==> src/rtl/fir_mac_sequencer.sv <==
// Tap/channel sequencer for the multichannel FIR MAC bank: steps coefficients, frames sums, rotates channels.
// Optional macro SYNC_SRDYI_EN adds a 2-flop synchronizer on srdyi ahead of the edge detector.
module fir_mac_sequencer #(
    parameter int NUM_TAPS = 12,
    parameter int NUM_CH   = 32,
    parameter int MAC_LAT  = 2,
    localparam int TAP_W   = $clog2(NUM_TAPS),
    localparam int CH_W    = (NUM_CH > 1) ? $clog2(NUM_CH) : 1
) (
    input  logic             clk,
    input  logic             GlobalReset,
    input  logic             srdyi,
    input  logic             clr_ovr,
    output logic             srdyo,
    output logic             sum_en,
    output logic             sum_rst,
    output logic [TAP_W-1:0] coeff_sel,
    output logic [CH_W-1:0]  ch_sel,
    output logic             busy,
    output logic             overrun
);

    typedef enum logic [2:0] {IDLE, ACC, DRAIN, DONE, CLEAR} state_t;

    localparam logic [TAP_W-1:0] LAST_TAP  = TAP_W'(NUM_TAPS - 1);
    localparam logic [CH_W-1:0]  LAST_CH   = CH_W'(NUM_CH - 1);
    localparam logic [3:0]       DRAIN_END = (MAC_LAT == 0) ? 4'd0 : 4'(MAC_LAT - 1);

    state_t     state;
    logic [3:0] drain_cnt;
    logic       srdyi_det;
    logic       srdyi_q;
    logic       tap_stb;
    logic       last_pending;
    logic       accept;
    logic       drop;

`ifdef SYNC_SRDYI_EN
    logic sync_1;
    logic sync_2;

    always_ff @(posedge clk or posedge GlobalReset) begin
        if (GlobalReset) begin
            sync_1 <= 1'b0;
            sync_2 <= 1'b0;
        end else begin
            sync_1 <= srdyi;
            sync_2 <= sync_1;
        end
    end

    assign srdyi_det = sync_2;
`else
    assign srdyi_det = srdyi;
`endif

    // The final tap's sum_en cycle still sits in ACC; no new tap may start a frame then.
    assign tap_stb      = srdyi_det & ~srdyi_q;
    assign last_pending = sum_en && (coeff_sel == LAST_TAP);
    assign accept       = tap_stb && ((state == IDLE) || ((state == ACC) && !last_pending));
    assign drop         = tap_stb && !accept;

    always_ff @(posedge clk or posedge GlobalReset) begin
        if (GlobalReset) begin
            state     <= IDLE;
            drain_cnt <= 4'd0;
            srdyi_q   <= 1'b0;
            srdyo     <= 1'b0;
            sum_en    <= 1'b0;
            sum_rst   <= 1'b0;
            coeff_sel <= '0;
            ch_sel    <= '0;
            busy      <= 1'b0;
            overrun   <= 1'b0;
        end else begin
            srdyi_q <= srdyi_det;
            sum_en  <= accept;
            srdyo   <= 1'b0;
            sum_rst <= 1'b0;

            if (drop) begin
                overrun <= 1'b1;
            end else if (clr_ovr) begin
                overrun <= 1'b0;
            end

            case (state)
                IDLE: begin
                    if (accept) begin
                        state <= ACC;
                        busy  <= 1'b1;
                    end
                end
                ACC: begin
                    if (last_pending) begin
                        if (MAC_LAT == 0) begin
                            state <= DONE;
                            srdyo <= 1'b1;
                        end else begin
                            state     <= DRAIN;
                            drain_cnt <= 4'd0;
                        end
                    end else if (sum_en) begin
                        coeff_sel <= coeff_sel + 1'b1;
                    end
                end
                DRAIN: begin
                    if (drain_cnt == DRAIN_END) begin
                        state <= DONE;
                        srdyo <= 1'b1;
                    end else begin
                        drain_cnt <= drain_cnt + 4'd1;
                    end
                end
                DONE: begin
                    state   <= CLEAR;
                    sum_rst <= 1'b1;
                end
                CLEAR: begin
                    state     <= IDLE;
                    busy      <= 1'b0;
                    coeff_sel <= '0;
                    ch_sel    <= (ch_sel == LAST_CH) ? '0 : ch_sel + 1'b1;
                end
                default: begin
                    state <= IDLE;
                    busy  <= 1'b0;
                end
            endcase
        end
    end

endmodule

==> config.mk <==
export PLATFORM = sky130hd
export DESIGN_NAME = fir_mac_sequencer
export DESIGN_NICKNAME = d
export VERILOG_FILES = /design/src/rtl/fir_mac_sequencer.sv
export SDC_FILE = /design/constraint.sdc
export NUM_CORES = 1
export LEC_CHECK = 0
export ABC_AREA = 0
export ABC_CLOCK_PERIOD_IN_PS = 2300
export CAP_MARGIN = 10
export CORE_MARGIN = 2
export CORE_UTILIZATION = 40
export CTS_CLUSTER_SIZE = 12
export DETAILED_ROUTE_END_ITERATION = 7
export SLEW_MARGIN = 0
export SYNTH_ARGS = -nofsm -noshare
export SYNTH_HDL_FRONTEND = slang
export SYNTH_SLANG_ARGS = --single-unit
==> constraint.sdc <==
create_clock -name clk -period 2.3 [get_ports clk]
set_input_delay 0.46 -clock clk [delete_from_list [all_inputs] [get_ports clk]]
set_output_delay 0.46 -clock clk [all_outputs]
set_load 0.1 [all_outputs]
==> results of run 1 <==
-- cells by family after synthesis --
kind of cell | count (synthesis) | synth area share
and+or+nand+nor | 36 | 0.221
AOI/OAI and AO/OA | 26 | 0.146
DFF | 22 | 0.495
buffers and inverters | 10 | 0.0518
adders and majority gates | 5 | 0.0563
muxes | 3 | 0.0293
-- area by class of cell --
| class | count | share of cell area |
|---|---|---|
| Inverter | 6 | 0.0172 |
| Timing Repair Buffer | 18 | 0.109 |
| Tap cell | 31 | 0.0296 |
| Sequential cell | 22 | 0.420 |
| Multi-Input combinational cell | 70 | 0.384 |
| Clock inverter | 1 | 0.0229 |
| Clock buffer | 3 | 0.0172 |
-- Yosys cell counts, types with 2 or more instances --
| library cell | number |
|---|---|
| or3_1 | 4 |
| ha_1 | 5 |
| dfrtp_1 | 22 |
| nand3_1 | 3 |
| nor2b_1 | 3 |
| and3_1 | 2 |
| and2_1 | 2 |
| buf_6 | 2 |
| inv_1 | 6 |
| o21ai_0 | 7 |
| o2bb2ai_1 | 2 |
| mux2_2 | 2 |
| o31ai_1 | 3 |
| nand2b_1 | 4 |
| nor2_1 | 5 |
| a21oi_1 | 8 |
-- power by group through the flow --
stage	Sequential, W	Clock (W)	Combinational (W)
2_1_floorplan	0.000816	0	0.000143
3_3_place_gp	0.000514	0	0.000546
3_5_place_dp	0.000518	0	0.000546
4_1_cts	0.000509	0.000305	0.000548
5_1_grt	0.000524	0.000315	0.000575
6_report	0.000509	0.000294	0.000544
-- critical path, stage by stage, from the launching register on --
cell and delay (ns):
dfrtp_1 0.49, nand4bb_1 0.43, or4_1 0.49, a21oi_1 0.15
-- path summary, 6_finish.rpt --
| kind | slack (ns) | end |
|---|---|---|
| setup / recovery | 0.68 | coeff_sel[2]$_DFFE_PP0P_ |
| hold / removal | 0.41 | ch_sel[1]$_DFFE_PP0P_ |
| setup reg to reg | 0.68 | coeff_sel[2]$_DFFE_PP0P_ |
| hold reg to reg | 0.53 | busy$_DFFE_PP0P_ |
| max in group asynchronous | 1.38 | drain_cnt[1]$_DFFE_PP0P_ |
| min in group clk | 0.53 | busy$_DFFE_PP0P_ |
-- sequential cells by signal (all words and copies together) (netlist names) --
| register | cells |
|---|---|
| srdyi_q | 1 |
| busy | 1 |
| overrun | 1 |
| coeff_sel | 4 |
| srdyo | 1 |
| drain_cnt | 4 |
| ch_sel | 5 |
| sum_en | 1 |
| sum_rst | 1 |
| state | 3 |
-- metal layers --
layer	wire length [um]	vias up	GRT usage
met5	0	-	0
met1	919	390	0.173
met4	17	0	0.0612
met2	981	13	0.218
met3	67	2	0.0207
li1	-	409	-
-- metrics by stage --
stage          setup WS [ns]   util  std cells  area [sq um]
6_report               0.678  0.488        151          1310
3_5_place_dp           0.690  0.468        147          1260
5_1_grt                0.533  0.488        151          1310
3_3_place_gp           0.697  0.468        147          1260
4_1_cts                0.669  0.488        151          1310
2_1_floorplan          0.312      -        102          1110
-- cells in the final DEF, fill, tap and decap left out, types with 2 or more instances in the layout --
| master | n |
|---|---|
| a21oi_1 | 8 |
| and2_1 | 2 |
| and3_1 | 2 |
| buf_4 | 15 |
| clkbuf_4 | 3 |
| clkdlybuf4s50_1 | 3 |
| dfrtp_1 | 22 |
| ha_1 | 5 |
| inv_1 | 6 |
| mux2_2 | 2 |
| nand2b_1 | 4 |
| nand3_1 | 3 |
| nor2_1 | 5 |
| nor2b_1 | 3 |
| o21ai_0 | 7 |
| o2bb2ai_1 | 2 |
| o31ai_1 | 3 |
| or3_1 | 4 |
==> out/results.txt, run 1 <==
Status: finished clean
Clock power share: 0.218
Post-Synthesis Cells: 102
Register area share after synthesis: 0.495
Fill cells: 252
Sw frac: 0.447
Pre-antenna DRT Iters: 4
Min-delay worst type: input pin to async pin
# IOs: 18
Initial antenna violation count: 0
ANT nets after route: 0
Drt wl/cell: 13.2 um
FF-to-FF path depth: 3
Critical path type: flip-flop to flip-flop
Share of cells above drive strength 1: 0.208
Port Buffer Count: 17
Pwr dens: 1030 mW/mm^2
Post-cts resize count: 0
Clock latency on the worst-skew pair: 0.30 ns
Longest Clk Path Bufs: 2
Worst Skew: 0.00441 ns
Fin nets: 130
Starting density of the core: 0.414
Synthesized Nets: 111
Top_reg_cell synth: dfrtp_1
Clock sink total: 22
Num CTS Buffers: 3
Core footprint: 0.00269 sq mm
GP Congestion: 0.739
Int Power: 0.000745 W
Final period utilization: 0.705
Maximum Capacitance Violations: 0
CTS tree: yes
# diodes: 0
Largest area contributor in the netlist: dfrtp_1
Worst Setup End Kind: flip-flop
Crit path required time: 2.54 ns
Clock-pin slew on the worst setup and hold paths: 0.13 ns
Peak supply drop: 0.665 mV
Post-DP HPWL: 1480 um
Post-Route WL: 1990 um
Warnings, synthesis: 0
Crit path launch: state[2]$_DFFE_PP0P_
Power share of the sequential group: 0.378
Period minus WS final: 1.62 ns
Crit path DAT: 1.86 ns
Syn_area_per_cell: 10.9 sq um
Endpoints failing hold: 0
First-pass GRT wire length: 3330 um
Area fraction of the dominant cell type after synthesis: 0.495
Hold_buf cts: 0
Number of synthesized flops with an enable pin: 0
Die height: 56.7 um
Endpoints failing setup: 0
Vias in the first global route: 769
Fin Setup TNS: 0 ns
Fin. max-slew vios: 0
Seq cells post-synth: 22
Comb pwr share: 0.404
# DRC: 0
Hold_ws: 0.412 ns
Vias: 814
Total GRT Usage: 0.134
DIE AREA: 0.00322 sq mm
Post-CTS setup buffers: 0
Critical path launch point type: flip-flop
Netlist Area Pre-Place: 0.00111 sq mm
Register Area: 551 sq um
Multi-input gate area: 503 sq um
CP Max Fanout: 10
Tot Pwr: 0.00135 W
Leakage: 0.595 nW
Std cell rows: 19
Net switching power: 0.000602 W
Initial DRC count: 27
Clk Tree Root Cell: clkbuf_4
Number of vias per cell: 5.39
RSZ-0062 raised after global routing: no
Worst R2R Start: state[2]$_DFFE_PP0P_
Die W: 56.7 um
Synth top area cells: dfrtp_1, ha_1, a21oi_1, o21ai_0, nand2b_1
Clock H-tree levels: 1
Max Freq: 617 MHz
Worst-margin pin slew: 0.633 ns
Largest net degree at the start of global routing: 14
Total gr overflow: 0
Area Growth Syn to Fin: 17.9%
Synth unique cells: 38
Asr flop ratio synth: 1.00
Rel. slew slack: 0.576
No activity file was read; power rests on OpenSTA's default activity.
==> run 2, diff against run 1 <==
- ABC_CLOCK_PERIOD_IN_PS: 2300 -> 1550
- clock period: 2.3 -> 1.55 ns (I/O delays scaled with it)
==> run 2 against run 1 <==
Routed wire length is 12% higher. Global-route usage up 2.5 points. Final cell count up 7.3%. Fmax grew 8.4%. Sequential power rose by 57%. Core utilization increased by 12 points. First-iteration DRC count decreased by 37%. Clock skew rose by 0.0097 ns. Die area unchanged. Cell area is 24% higher. Total power increased by 66%. Critical path depth rose by 1. Critical endpoint is now coeff_sel[0]$_DFFE_PP0P_.
==> out/results.txt, run 2 (synthesis gave the netlist of run 1 again) <==
Status: finished clean
Fin util: 0.606 (+0.119)
GP Congestion: 0.737 (-0.26%)
Area of placed instances: 0.00158 sq mm (+26%)
Longest Clk Path Bufs: 2 (unchanged)
Maximum Capacitance Violations: 0 (unchanged)
Worst path cell trace: ha_4 -> and4b_2 -> or3_1 -> a21oi_1
Clock power share: 0.145 (-0.073)
Slowest CP cell: dfrtp_4
Clock H-tree levels: 1 (unchanged)
# IOs: 18 (unchanged)
Num CTS Buffers: 3 (unchanged)
Sw frac: 0.435 (-0.0114)
Leakage: 0.668 nW (+12%)
Vias: 870 (+6.9%)
Initial antenna violation count: 0 (unchanged)
Total gr overflow: 0 (unchanged)
DP Worst Slack: 0.0607 ns (-0.629 ns)
FF-to-FF path depth: 4 (+1)
Total GRT Usage: 0.159 (+0.0250)
Clock latency on the worst-skew pair: 0.31 ns (about the same)
Die W: 56.7 um (unchanged)
Peak supply drop: 1.22 mV (+84%)
CP Max Fanout: 5 (-5)
Share of cells above drive strength 1: 0.397 (+0.189)
Leading registers by flop count: ch_sel x5, coeff_sel x4, drain_cnt x4
Area Growth Syn to Fin: 46.6%
RSZ-0062 raised after global routing: yes
DIE AREA: 0.00322 sq mm (unchanged)
Met3 Usage GRT: 0.0207 (unchanged)
Port Buffer Count: 17 (unchanged)
CTS tree: yes
Max reg flops: 5 (unchanged)
Critical path launch point type: flip-flop
Endpoints failing setup: 0 (unchanged)
First-pass GRT wire length: 3970 um (+20%)
Largest net degree at the start of global routing: 23 (+9)
Fin Setup TNS: 0 ns (unchanged)
Clock-pin slew on the worst setup and hold paths: 0.13 ns (about the same)
Worst Setup End Kind: flip-flop
Comb pwr share: 0.497 (+0.093)
Pre-antenna DRT Iters: 4 (unchanged)
Worst-margin pin slew: 0.282 ns (-0.351 ns)
Crit path required time: 1.78 ns (-0.76 ns)
Final period utilization: 0.965 (+0.260)
Clock sink total: 22 (unchanged)
Net switching power: 0.000971 W (+61%)
Period minus WS final: 1.50 ns (-0.126 ns)
Crit path DAT: 1.73 ns (-0.13 ns)
Max Freq: 669 MHz (+8.4%)
Rel. slew slack: 0.812 (+0.236)
Std cell rows: 19 (unchanged)
Worst R2R Start: coeff_sel[1]$_DFFE_PP0P_
Vias in the first global route: 845 (+9.9%)
R2r setup slk: 0.05 ns (-0.62 ns)
Int Power: 0.00126 W (+69%)
Drt wl/cell: 13.7 um (+4.0%)
Initial DRC count: 17 (-37%)
Min-delay worst type: input pin to async pin
Fin nets: 141 (+8.5%)
Most frequent cells in the layout: buf_12, dfrtp_1, buf_4
Clk Tree Root Cell: clkbuf_4
Delay-heaviest family, CP: simple AND/OR/NAND/NOR gates
Met1 usage: 0.233 (+0.0599)
Levels on crit path: 4 (+1)
# DRC: 0 (unchanged)
Post-Route WL: 2220 um (+12%)
# diodes: 0 (unchanged)
Starting density of the core: 0.414 (unchanged)
Largest Register: ch_sel
Power share of the sequential group: 0.358 (-0.020)
Buffers and inverters on the worst path: 0 (unchanged)
Most common cell after layout, fill and taps aside: buf_12
Hold_buf cts: 0 (unchanged)
Pwr dens: 1370 mW/mm^2 (+33%)
ANT nets after route: 0 (unchanged)
Slowest stage delay, CP: 0.52 ns (+0.03 ns)
Number of vias per cell: 5.37 (-0.38%)
Post-DP HPWL: 1640 um (+11%)
Crit Reg-Reg Endpoint: coeff_sel[0]$_DFFE_PP0P_
Final critical-path setup slack: 0.0544 ns (-0.624 ns)
Fin. max-slew vios: 0 (unchanged)
Design area: 0.00163 sq mm (+24%)
Critical path type: flip-flop to flip-flop
Core footprint: 0.00269 sq mm (unchanged)
Worst Skew: 0.0141 ns (+0.00972 ns)
Met2 GRT Util: 0.231 (+0.0133)
Die height: 56.7 um (unchanged)
GR peak layer: met1
Endpoints failing hold: 0 (unchanged)
run 2: worst register-to-register path, cell delays in order (launching register included):
cell and delay [ns]:
dfrtp_4 0.52, ha_4 0.18, and4b_2 0.26, or3_1 0.32, a21oi_1 0.14
run 2: what timing repair did:
item / in CTS / in global routing
setup endpoints to repair: 0 / 6
resized for setup: 0 / 2
buffers inserted: 0 / 1
run 2: worst max-delay path by stage:
stage | startpoint | endpoint | slack [ns]
6_report | coeff_sel[1]$_DFFE_PP0P_ | coeff_sel[0]$_DFFE_PP0P_ | 0.05
3_3_place_gp | coeff_sel[1]$_DFFE_PP0P_ | coeff_sel[1]$_DFFE_PP0P_ | 0.09
5_1_grt | coeff_sel[1]$_DFFE_PP0P_ | coeff_sel[1]$_DFFE_PP0P_ | -0.01
4_1_cts | coeff_sel[1]$_DFFE_PP0P_ | coeff_sel[1]$_DFFE_PP0P_ | 0.03
2_1_floorplan | coeff_sel[1]$_DFFE_PP0P_ | coeff_sel[1]$_DFFE_PP0P_ | -0.06
3_5_place_dp | coeff_sel[1]$_DFFE_PP0P_ | coeff_sel[1]$_DFFE_PP0P_ | 0.06
run 2: metrics by stage:
| stage | std cells | power [W] | hold slack [ns] |
|---|---|---|---|
| 2_1_floorplan | 102 | 0.00147 | 0.299 |
| 3_3_place_gp | 157 | 0.00189 | 0.524 |
| 3_5_place_dp | 157 | 0.00191 | 0.522 |
| 4_1_cts | 161 | 0.00224 | 0.311 |
| 5_1_grt | 162 | 0.00235 | 0.352 |
| 6_report | 162 | 0.00223 | 0.310 |
run 2: routing by layer:
metal,vias up,part of all wire
met5,-,0
met4,0,0.016
met3,4,0.025
met2,14,0.46
met1,422,0.50
li1,430,-
run 2: area by class of cell:
class	count	area, sq um
timing repair buffer	29	400
sequential	22	576
tap	31	38.8
clock buffer	4	36.3
multi-input combinational	70	556
fill	226	1060
inverter	6	22.5
run 2: power by group through the flow:
stage               Clock [W]  Sequential [W]  Combinational (W)
floorplan                   0         0.00125           0.000220
global placement            0        0.000809            0.00108
detailed placement          0        0.000816            0.00109
CTS                  0.000338        0.000807            0.00109
global route         0.000363        0.000813            0.00117
finish               0.000323        0.000799            0.00111
==> run 3, diff against run 2 <==
- TNS_END_PERCENT: unset -> 10
==> run 3 against run 2 <==
Sequential power increased by 0.5%. Count of clock-buffer cells in the layout unchanged. Sequential share of layout area shrank 0.53 points. Clock skew shrank 0.0034 ns. Combinational power about the same. Largest power group unchanged. Setup slack gained 0.0044 ns. Sequential cell count is the same. Non-clock buffer count up 1. Total power increased by 0.22%. Hold slack better by 0.010 ns. Via count grew 1.3%. Cell area increased by 1.1%.
==> out/results.txt, run 3 (synthesis gave the netlist of run 1 again) <==
# diodes: 0 (unchanged)
DIE AREA: 0.00322 sq mm (unchanged)
# IOs: 18 (unchanged)
Peak supply drop: 1.62 mV (+32%)
Worst path cell trace: ha_4 -> and4b_2 -> or3_4 -> a21oi_2
Drt wl/cell: 13.5 um (-1.1%)
Fin. max-slew vios: 0 (unchanged)
Worst-margin pin slew: 0.296 ns (+0.0137 ns)
Min-delay worst type: input pin to async pin
Clock H-tree levels: 1 (unchanged)
# DRC: 0 (unchanged)
Leakage: 0.677 nW (+1.4%)
Maximum Capacitance Violations: 0 (unchanged)
Largest Register: ch_sel
CP Max Fanout: 5 (unchanged)
Met3 wire length: 67 um (+22%)
Clock-pin slew on the worst setup and hold paths: 0.13 ns (about the same)
Clock latency on the worst-skew pair: 0.31 ns (about the same)
Pre-antenna DRT Iters: 2 (-2)
Leading registers by flop count: ch_sel x5, coeff_sel x4, drain_cnt x4
Endpoints failing hold: 0 (unchanged)
Most frequent cells in the layout: buf_12, buf_4, dfrtp_1
WL met2: 1040 um (+2.3%)
Max reg flops: 5 (unchanged)
Pwr dens: 1360 mW/mm^2 (-0.84%)
ANT nets after route: 0 (unchanged)
Total gr overflow: 0 (unchanged)
Vias: 881 (+1.3%)
Final period utilization: 0.962 (-0.00281)
Metal1 wirelength: 1070 um (-3.5%)
Starting density of the core: 0.414 (unchanged)
First-pass GRT wire length: 3990 um (+0.35%)
Clk Tree Root Cell: clkbuf_4
Status: finished clean
Fill cells: 234 (+3.5%)
Vias in the first global route: 893 (+5.7%)
Total GRT Usage: 0.158 (-0.00107)
Longest Clk Path Bufs: 2 (unchanged)
Post-Route WL: 2210 um (-0.45%)
RSZ-0062 raised after global routing: no
Clock sink total: 22 (unchanged)
Critical path launch point type: flip-flop
Post-DP HPWL: 1640 um (-0.40%)
Critical path type: flip-flop to flip-flop
FF-to-FF path depth: 4 (unchanged)
Crit path required time: 1.79 ns (about the same)
Worst Setup End Kind: flip-flop
Design area: 0.00165 sq mm (+1.1%)
Initial DRC count: 3 (-14)
Area of placed instances: 0.00158 sq mm (+0.32%)
Number of vias per cell: 5.40 (+0.64%)
Num CTS Buffers: 3 (unchanged)
Top layer in use: met4
Fin nets: 142 (+0.71%)
Largest net degree at the start of global routing: 23 (unchanged)
GP Congestion: 0.765 (+3.8%)
Die height: 56.7 um (unchanged)
Tot Pwr: 0.00224 W (+0.22%)
Slowest CP cell: dfrtp_4
Port Buffer Count: 17 (unchanged)
Std cell rows: 19 (unchanged)
Max Freq: 671 MHz (+0.29%)
Area Growth Syn to Fin: 48.2%
Period minus WS final: 1.49 ns (-0.00435 ns)
Slowest stage delay, CP: 0.52 ns (about the same)
Rel. slew slack: 0.803 (-0.00916)
CTS tree: yes
Initial antenna violation count: 0 (unchanged)
Worst Skew: 0.0107 ns (-0.00344 ns)
Core footprint: 0.00269 sq mm (unchanged)
Endpoints failing setup: 0 (unchanged)
Share of cells above drive strength 1: 0.424 (+0.0273)
Die W: 56.7 um (unchanged)
Fin Setup TNS: 0 ns (unchanged)
Crit path DAT: 1.73 ns (about the same)
Most common cell after layout, fill and taps aside: buf_12
[run 3: cell types whose count changed in the layout (fill, tap and decap cells not counted)]
cell | before | now
a21oi_1 | 8 | 6
a21oi_2 | 0 | 2
buf_4 | 12 | 13
dfrtp_2 | 5 | 6
dfrtp_4 | 5 | 4
or3_1 | 4 | 3
or3_4 | 0 | 1
[run 3: timing repair]
item	CTS	global route
resized for setup	0	5
setup endpoints to repair	0	5
buffers inserted	0	1
hold buffers	0	0
[run 3: critical path, delay by kind of cell, from the launching register on]
family,cells,cell delay [ns]
simple gates,2,0.60
compound gates,1,0.13
fa+ha+maj,1,0.18
flops,1,0.52
[run 3: final timing paths]
| path | from | to | slack (ns) |
|---|---|---|---|
| max | coeff_sel[1]$_DFFE_PP0P_ | coeff_sel[0]$_DFFE_PP0P_ | 0.06 |
| min | GlobalReset | ch_sel[0]$_DFFE_PP0P_ | 0.32 |
| max reg2reg | coeff_sel[1]$_DFFE_PP0P_ | coeff_sel[0]$_DFFE_PP0P_ | 0.06 |
| min reg2reg | state[2]$_DFFE_PP0P_ | state[1]$_DFFE_PP0P_ | 0.51 |
| max in group asynchronous | GlobalReset | coeff_sel[1]$_DFFE_PP0P_ | 0.97 |
| min in group clk | srdyi | srdyi_q$_DFF_PP0_ | 0.46 |
[run 3: where the power goes]
group | internal, W | leakage (nW) | switching [W]
combinational | 0.000442 | 0.382 | 0.000673
sequential | 0.000676 | 0.274 | 0.000127
clock | 0.000143 | 0.0210 | 0.000175
total | 0.00126 | 0.677 | 0.000975
[run 3: through the flow]
step | cells | setup slack (ns) | utilization | hold slack, ns
6_report | 163 | 0.0587 | 0.613 | 0.320
2_1_floorplan | 102 | -0.0580 | - | 0.299
5_1_grt | 163 | 0.00110 | 0.613 | 0.346
3_5_place_dp | 158 | 0.0600 | 0.590 | 0.491
3_3_place_gp | 158 | 0.0863 | 0.590 | 0.493
4_1_cts | 162 | 0.0306 | 0.603 | 0.319
[run 3: final cells by class]
class,count,area (sq um),area share
inverter,6,22.5,0.0137
timing repair buffer,30,408,0.248
clock buffer,4,36.3,0.0220
multi-input combinational,70,568,0.345
sequential,22,573,0.348
tap,31,38.8,0.0236
[run 3: routing by layer]
layer  vias up  GRT usage
met5         -          0
met4         0     0.0612
met3         4     0.0230
met2        14      0.241
met1       430      0.225
li1        433          -
